==> src/rtl/led_seq_pkg.sv <==
// led_seq_pkg: shared mode encoding and PWM constants for the LED sequencer.
package led_seq_pkg;
  localparam int MODE_W = 2;
  localparam int PWM_W = 8;
  localparam logic [PWM_W-1:0] DUTY_RESET = 8'd255;
  typedef enum logic [MODE_W-1:0] {
    HOLD   = 2'd0,
    ROT_L  = 2'd1,
    BOUNCE = 2'd2,
    BLINK  = 2'd3
  } mode_e;
endpackage

==> src/rtl/led_seq_prescaler.sv <==
// led_seq_prescaler: counts 0..div-1 and pulses tick on the wrap cycle; div of 0 acts as 1.
module led_seq_prescaler #(
  parameter int DIV_W = 24
) (
  input  logic             clk,
  input  logic             rst_n,
  input  logic [DIV_W-1:0] div,
  input  logic             restart,
  output logic             tick
);
  logic [DIV_W-1:0] r_cnt, w_last;
  assign w_last = (div == '0) ? '0 : div - DIV_W'(1);
  assign tick = (r_cnt == w_last);
  always_ff @(posedge clk or negedge rst_n)
    if (!rst_n) r_cnt <= '0;
    else        r_cnt <= (tick || restart) ? '0 : r_cnt + DIV_W'(1);
endmodule

==> src/rtl/led_sequencer.sv <==
// led_sequencer: tick-stepped LED pattern engine with valid/ready config loaded on a tick boundary.
// Define LED_PWM_EN to add the cfg_duty input and PWM dimming of led_o.
module led_sequencer
  import led_seq_pkg::*;
#(
  parameter int NUM_LEDS    = 5,
  parameter int DIV_W       = 24,
  parameter int DEFAULT_DIV = 12000000,
  parameter int DEFAULT_PAT = 1
) (
  input  logic                clk,
  input  logic                rst_n,
  input  logic                cfg_valid,
  output logic                cfg_ready,
  input  logic [NUM_LEDS-1:0] cfg_pat,
  input  logic [MODE_W-1:0]   cfg_mode,
  input  logic [DIV_W-1:0]    cfg_div,
`ifdef LED_PWM_EN
  input  logic [PWM_W-1:0]    cfg_duty,
`endif
  output logic [NUM_LEDS-1:0] led_o,
  output logic                tick_o,
  output logic                dir_o
);
  localparam logic [NUM_LEDS-1:0] PAT_RST = NUM_LEDS'(DEFAULT_PAT);
  localparam logic [DIV_W-1:0]    DIV_RST = DIV_W'(DEFAULT_DIV);
  logic [NUM_LEDS-1:0] r_pat, r_pend_pat, w_pat_nxt;
  logic [DIV_W-1:0]    r_div, r_pend_div;
  mode_e               r_mode, r_pend_mode;
  logic                r_dir, r_pending, w_tick, w_cap, w_load, w_dir_nxt, w_left, w_on;
  assign cfg_ready = ~r_pending;
  assign dir_o = r_dir;
  assign w_cap = cfg_valid & ~r_pending;
  // a capture coinciding with a tick leaves r_pending low on that tick, so it waits for the next one
  assign w_load = w_tick & r_pending;
  assign w_left = r_dir ^ (r_dir ? r_pat[NUM_LEDS-1] : r_pat[0]);

  led_seq_prescaler #(.DIV_W(DIV_W)) u_prescaler (
    .clk     (clk),
    .rst_n   (rst_n),
    .div     (r_div),
    .restart (w_load),
    .tick    (w_tick)
  );

  always_comb begin
    w_pat_nxt = r_pat;
    w_dir_nxt = r_dir;
    if (w_load) begin
      w_pat_nxt = r_pend_pat;
      w_dir_nxt = 1'b1;
    end else if (w_tick) begin
      case (r_mode)
        ROT_L:   w_pat_nxt = {r_pat[NUM_LEDS-2:0], r_pat[NUM_LEDS-1]};
        BOUNCE: begin
          w_pat_nxt = w_left ? r_pat << 1 : r_pat >> 1;
          w_dir_nxt = w_left;
        end
        BLINK:   w_pat_nxt = ~r_pat;
        default: w_pat_nxt = r_pat;
      endcase
    end
  end

`ifdef LED_PWM_EN
  logic [PWM_W-1:0] r_pwm_cnt, r_duty, r_pend_duty, w_duty_nxt;
  assign w_duty_nxt = w_load ? r_pend_duty : r_duty;
  assign w_on = (r_pwm_cnt < w_duty_nxt);
  always_ff @(posedge clk or negedge rst_n)
    if (!rst_n) begin
      r_pwm_cnt   <= '0;
      r_duty      <= DUTY_RESET;
      r_pend_duty <= DUTY_RESET;
    end else begin
      r_pwm_cnt <= r_pwm_cnt + PWM_W'(1);
      r_duty    <= w_duty_nxt;
      if (w_cap) r_pend_duty <= cfg_duty;
    end
`else
  assign w_on = 1'b1;
`endif

  always_ff @(posedge clk or negedge rst_n)
    if (!rst_n) begin
      r_pat       <= PAT_RST;
      r_dir       <= 1'b1;
      r_mode      <= ROT_L;
      r_div       <= DIV_RST;
      r_pending   <= 1'b0;
      r_pend_pat  <= '0;
      r_pend_mode <= HOLD;
      r_pend_div  <= '0;
      led_o       <= PAT_RST;
      tick_o      <= 1'b0;
    end else begin
      r_pat  <= w_pat_nxt;
      r_dir  <= w_dir_nxt;
      led_o  <= w_pat_nxt & {NUM_LEDS{w_on}};
      tick_o <= w_tick;
      if (w_cap) begin
        r_pending   <= 1'b1;
        r_pend_pat  <= cfg_pat;
        r_pend_mode <= mode_e'(cfg_mode);
        r_pend_div  <= cfg_div;
      end else if (w_load) begin
        r_pending <= 1'b0;
        r_mode    <= r_pend_mode;
        r_div     <= r_pend_div;
      end
    end
endmodule

==> config.mk <==
export PLATFORM = sky130hd
export DESIGN_NAME = led_sequencer
export DESIGN_NICKNAME = d
export VERILOG_FILES = /design/src/rtl/led_seq_pkg.sv /design/src/rtl/led_seq_prescaler.sv /design/src/rtl/led_sequencer.sv
export SDC_FILE = /design/constraint.sdc
export NUM_CORES = 1
export LEC_CHECK = 0
export CELL_PAD_IN_SITES_DETAIL_PLACEMENT = 1
export CELL_PAD_IN_SITES_GLOBAL_PLACEMENT = 1
export CORE_MARGIN = 4
export CORE_UTILIZATION = 50
export CTS_BUF_LIST = sky130_fd_sc_hd__clkbuf_4
export DETAILED_ROUTE_END_ITERATION = 6
export DONT_BUFFER_PORTS = 1
export PLACE_DENSITY_LB_ADDON = 0.05
export SLEW_MARGIN = 10
export SYNTH_ARGS = -nofsm -noshare
export SYNTH_HDL_FRONTEND = slang
export SYNTH_HIERARCHICAL = 1
export SYNTH_SLANG_ARGS = --single-unit
export TNS_END_PERCENT = 30
==> constraint.sdc <==
create_clock -name clk -period 6.3 [get_ports clk]
set_input_delay 1.575 -clock clk [delete_from_list [all_inputs] [get_ports clk]]
set_output_delay 1.575 -clock clk [all_outputs]
set_load 0.02 [all_outputs]
**After elaboration in Yosys (flattened, before gate mapping)**

Cells that the tools add are included.

- Add/subtract/negate cells: 2
- Equal/unequal tests: 4
- Muxes and demuxes: 12
- Bitwise gates (word level): 6
- Reduce and logical (&&, ||, !) cells: 9

Operators with widths:

| operator | number |
|---|---|
| 24-bit 2-to-1 mux | 2 |
| 24-bit by 1-bit adder with 24-bit output (second input constant) | 1 |
| 24-bit == test | 1 |
| 24-bit zero test | 1 |
| 24-bit by 1-bit subtractor with 24-bit output (second input constant) | 1 |
| 5-bit 2-to-1 mux | 3 |
| 5-bit one-hot mux with 3 select lines | 1 |
| 1-bit 2-to-1 mux | 6 |
| 2-bit AND reduction | 3 |
| 2-bit nonzero test | 3 |
| 5-bit NOT | 1 |
| 2-bit == test (second input constant) | 2 |
| 4-bit nonzero test | 1 |
| 1-bit AND | 2 |
| 2-bit by 1-bit == test with 1-bit output (second input constant) | 1 |
| 1-bit NOT | 2 |
| 1-bit logical OR | 1 |
| 1-bit XOR | 1 |

- Bits in registers: 89
- Input bits: 34
- Output and inout port bits: 8

**Depth between registers and ports, before layout**

- Word-level depth: 6
- Mapped depth: 17
- Gate-level depth less buffers: 13

**Modules after synthesis**

The synthesis kept the hierarchy.

Modules (own cells, without submodules):

| module | times used | cells an instance | area each (µm²) | seq. area each (µm²) |
|---|---|---|---|---|
| led_sequencer | 1 | 183 | 2,660.1 | 1,642.8 |
| led_seq_prescaler | 1 | 268 | 2,272.2 | 600.6 |

**Least setup slack after synthesis**

OpenSTA, ideal clock, no wires.

- Path kind: reg2reg
- Start point: register r_div[0]
- End point: register u_prescaler.r_cnt[18]
- Arrival: 3.111 ns
- Required time: 6.181 ns
- Setup slack: 3.070 ns
- Cell stages (with the launch flop): 17
- Buffers on the path: 4
- Path through: dfrtp_1 -> inv_1 -> ha_1 -> nor4b_1 -> and4_1 -> buf_2 -> nand2_1 -> buf_2 -> or4_1 -> a21oi_1 -> and4_2 -> nand2_2 -> buf_2 -> inv_1 -> a41o_2 -> buf_6 -> nor2_1

- Word-level cells in the longest chain between the ends: 6
- Elaborated cells on any way between the ends: 7
- Classes of those cells: add/sub (1); eq/ne (1); mux (2); bitwise (1); reduce/logical (2)

RTL lines:

| what | line | text |
|---|---|---|
| from (decl) | led_sequencer.sv:28 | `logic [DIV_W-1:0] r_div, r_pend_div;` |
| from (signal assigned) | led_sequencer.sv:108 | `r_div <= r_pend_div;` |
| 24-bit by 1-bit subtractor with 24-bit output or 24-bit zero test (tied branches) | led_seq_prescaler.sv:12 | `assign w_last = (div == '0) ? '0 : div - DIV_W'(1);` |
| 24-bit 2-to-1 mux * | led_seq_prescaler.sv:12 |  |
| 24-bit == test * | led_seq_prescaler.sv:13 | `assign tick = (r_cnt == w_last);` |
| named net w_tick | led_sequencer.sv:30 | `logic r_dir, r_pending, w_tick, w_cap, w_load, w_dir_nxt, w_left, w_on;` |
| 1-bit AND * | led_sequencer.sv:35 | `assign w_load = w_tick & r_pending;` |
| named net w_load | led_sequencer.sv:30 |  |
| 1-bit logical OR * | led_seq_prescaler.sv:16 | `else r_cnt <= (tick \|\| restart) ? '0 : r_cnt + DIV_W'(1);` |
| 24-bit 2-to-1 mux * | led_seq_prescaler.sv:16 |  |
| to (signal assigned) | led_seq_prescaler.sv:16 |  |
| to (decl) | led_seq_prescaler.sv:11 | `logic [DIV_W-1:0] r_cnt, w_last;` |

The timed path passes the listed nets; every way through them passes the cells marked *.
A chain may end at the register's enable or synchronous reset.

**Final worst setup path**

- Start point: register r_div[0]
- End point: register u_prescaler.r_cnt[20]

The elaborated chain is that of the path after synthesis.

==> summary.md <==
| Metric | Value |
|---|---|
| Syn_nets | just under 500 |
| Synth top area cells | dfrtp_1 39%, mux2_2 11%, dfstp_2 6.9% |
| Ant. Diodes | 0 |
| IO Port Bufs | 0 |
| Number of distinct library cells after synthesis | between 70 and 80 |
| Final Hold Vio Count | 0 |
| CP max stage cell | dfrtp_1 |
| Worst Path Arrival | ~4.7 ns |
| Post-synthesis register bit count | 89 |
| Syn. warnings | 6 |
| Share of cells above drive strength 1 | approximately 22% |
| Post-synthesis async set-or-reset flop share | between 90% and 100% |
| Avg Inst Size Synth | about 11 sq um |
| Largest area contributor in the netlist | dfrtp_1 |
| Peak VDD IR | 0.183 mV |
| Vias in the first global route | around 3700 |
| Sink Count | slightly below 90 |
| CP Class | reg2reg |
| All-Layer GR Usage | 21.1% |
| Hold Crit Class | reg2reg |
| Filler instances | just over 1000 |
| Final setup margin | 1.91 ns |
| First-pass GRT wire length | 19.2 mm |
| Drt pass-1 iters | 4 |
| Row count | 35 |
| Largest net degree at the start of global routing | 90 |
| Sequential Area | roughly 0.0022 sq mm |
| Fmax achieved | about 230 MHz |
| Outcome | finished clean |
| Hold Worst Slack | roughly 0.51 ns |
| Post-synth top area share | 38.6% |
| Total negative setup slack | 0 ns |
| CTS root buffer | clkbuf_4 |
| Clock Pin Slew Worst Setup and Hold Paths | roughly 0.16 ns |
| Worst setup EP type | flop |
| Worst Path Required | between 6 and 7 ns |
| Initial antenna violation count | 0 |
| H-tree levels | 3 |
| Die span in x | between 100 and 150 um |
| Layout area overhead | 4.97% |
| Met3 usage | roughly 5.3% |
| Met2 GRT Util | between 30% and 40% |
| Clock latency on the worst-skew pair | 0.45 ns |
| GR Util met1 | 29.1% |
| I/O pins | between 40 and 50 |
| CTS tree | done |
| TritonCTS Buffers | 9 |
| Design Area, Final | approximately 0.0052 sq mm |
| Post-Layout Cell Count | 579 |
| Max-slew violations | 0 |
| DRC violations left | 0 |
| Total routed wirelength | 11.4 mm |
| Post-synth top flop | dfrtp_1 |
| Die height | around 110 um |
| Crit share post-route | around 70% |
| Post-place setup slack | between 1.5 and 2 ns |
| Critical-path maximum fanout | 30 |
| Top-count cell post-synth | dfrtp_1 |
| Routed len/inst | just under 20 um |
| PD cells | between 200 and 300 mW/mm^2 |
| Initial core utilization | 52.4% |
| Critical path cell sequence | inv_1, ha_1, nor4b_1, nand4_1, nor2_1, a31oi_1, o32a_1, a211oi_1, and4_2, nand2_2, inv_1, a41o_2, nor2_1 |
| Commonest cells post-synth | 76 x dfrtp_1, 50 x mux2_2, 42 x nor2_1 |
| Placed insts | roughly 560 |
| Remaining antenna violation count after routing | 0 |
| Setup violations, final | 0 |
| Drt initial violations | 87 |
| Cells after Synth | 451 |
| Max_cap viols | 0 |
| Placer Congestion | 0.849 |
| Tightest Pin Transition | 0.727 ns |
| Number of synthesized flops with an enable pin | 0 |
| Vias | 3473 |
| Pleak | between 0.002 and 0.0025 uW |
| # resized after CTS | 0 |
| Period minus WS final | ~4.4 ns |
| Sequential share of the synthesized area | a little under half |
| Post-Syn Area | 0.00493 sq mm |
| Hold-fix buffers, CTS | 0 |
| Core ar. | 0.00942 sq mm |
| Layout Nets | about 480 |
| CP Launch Type | flop |
| DP Wirelength | approximately 8.5 mm |
| Biggest cell delay along the critical path | 0.48 ns |
| Grt peak-use layer | met2 |
| Area post-placement | roughly 0.005 sq mm |
| Post-CTS setup buffers | 0 |
| Die area | 0.0115 sq mm |
| Slew margin rel. | between 50% and 60% |
| Multi-input combinational cell area | between 0.002 and 0.003 sq mm |
| Grt total ovfl | 0 |
| RSZ-0062 raised after global routing | false |
| Clk_skew | roughly 0.022 ns |
| Drt via density | about 6.0 |
| Clock Path Buffers | 2 |
[worst max-delay path: cells and delay by family, from the launching register on]
kind,cells,cell delay (ns)
fa+ha+maj,1,0.20
buf+inv,2,0.39
flops,1,0.48
simple gates,6,2.01
compound gates,4,1.18
[state kept, by name, summed over array words and instances, names as in the netlist]
name and count:
tick_o 1, r_pend_mode 2, r_pending 1, dir_o 1, r_pend_div 24, u_prescaler/r_cnt 24
r_mode 2, r_pat 5, r_div 24, r_pend_pat 5
[layer usage]
layer	part of all wire [%]	up-vias
met4	1.4	0
met2	47	58
met5	0	-
li1	-	1626
met3	4.3	14
met1	47	1775
[final cells by class]
cell class | instances | area share, %
Inverter | 14 | 1.01
Sequential cell | 89 | 43.3
Clock buffer | 10 | 1.45
Clock inverter | 6 | 2.22
Multi-Input combinational cell | 330 | 48.7
Timing Repair Buffer | 1 | 0.145
Tap cell | 129 | 3.12
[worst paths after layout]
| kind | startpoint | end | slack, ns | cells after the start |
|---|---|---|---|---|
| worst max-delay path | r_div[0] | u_prescaler/r_cnt[20] | 1.91 | 13 |
| worst min-delay path | r_pend_div[10] | r_div[10] | 0.51 | 1 |
| worst max register to register | r_div[0] | u_prescaler/r_cnt[20] | 1.91 | 13 |
| worst min register to register | r_pend_div[10] | r_div[10] | 0.51 | 1 |
| max in group asynchronous | rst_n | r_pat[0] | 5.26 | 0 |
| min in group asynchronous | rst_n | u_prescaler/r_cnt[11] | 0.80 | 0 |
[cells in the final DEF, fill, tap and decap left out, types with 6 or more instances in the layout]
| master | count |
|---|---|
| dfrtp_1 | 76 |
| mux2_2 | 50 |
| nor2_1 | 42 |
| xnor2_1 | 30 |
| nand2_1 | 20 |
| xor2_1 | 19 |
| nand3_1 | 18 |
| inv_1 | 14 |
| o21ai_0 | 13 |
| dfstp_2 | 13 |
| nand4_1 | 11 |
| nor3_1 | 11 |
| clkbuf_4 | 10 |
| mux2_1 | 7 |
| a21oi_1 | 7 |
| a31oi_1 | 6 |
| or4_1 | 6 |
| nor4_1 | 6 |
[cell families (layout without fill, tap and decap cells)]
| group | count (synthesis) | after routing | synth area share, % |
|---|---|---|---|
| flip-flops | 89 | 89 | 45.5 |
| AND/OR/NAND/NOR | 152 | 152 | 17.2 |
| buffers and inverters | 32 | 31 | 3.37 |
| adder cells (fa/ha/maj) | 2 | 2 | 0.507 |
| XOR/XNOR | 53 | 53 | 10.6 |
| AO/OA/AOI/OAI | 64 | 64 | 9.36 |
| multiplexers | 59 | 59 | 13.5 |
[power breakdown]
group          leakage, uW  total (uW)  internal (uW)  switching [uW]
combinational     0.000946         217            114             103
sequential         0.00111         705            630            75.3
clock            0.0000976         414            208             205
total              0.00216        1340            952             384
[metrics by stage]
stage          util (%)  power [uW]
6_report           55.0        1340
3_3_place_gp       53.0         920
3_5_place_dp       53.0         932
4_1_cts            55.0        1350
5_1_grt            55.0        1410
2_1_floorplan         -         872
No activity file was read; power rests on OpenSTA's default activity.
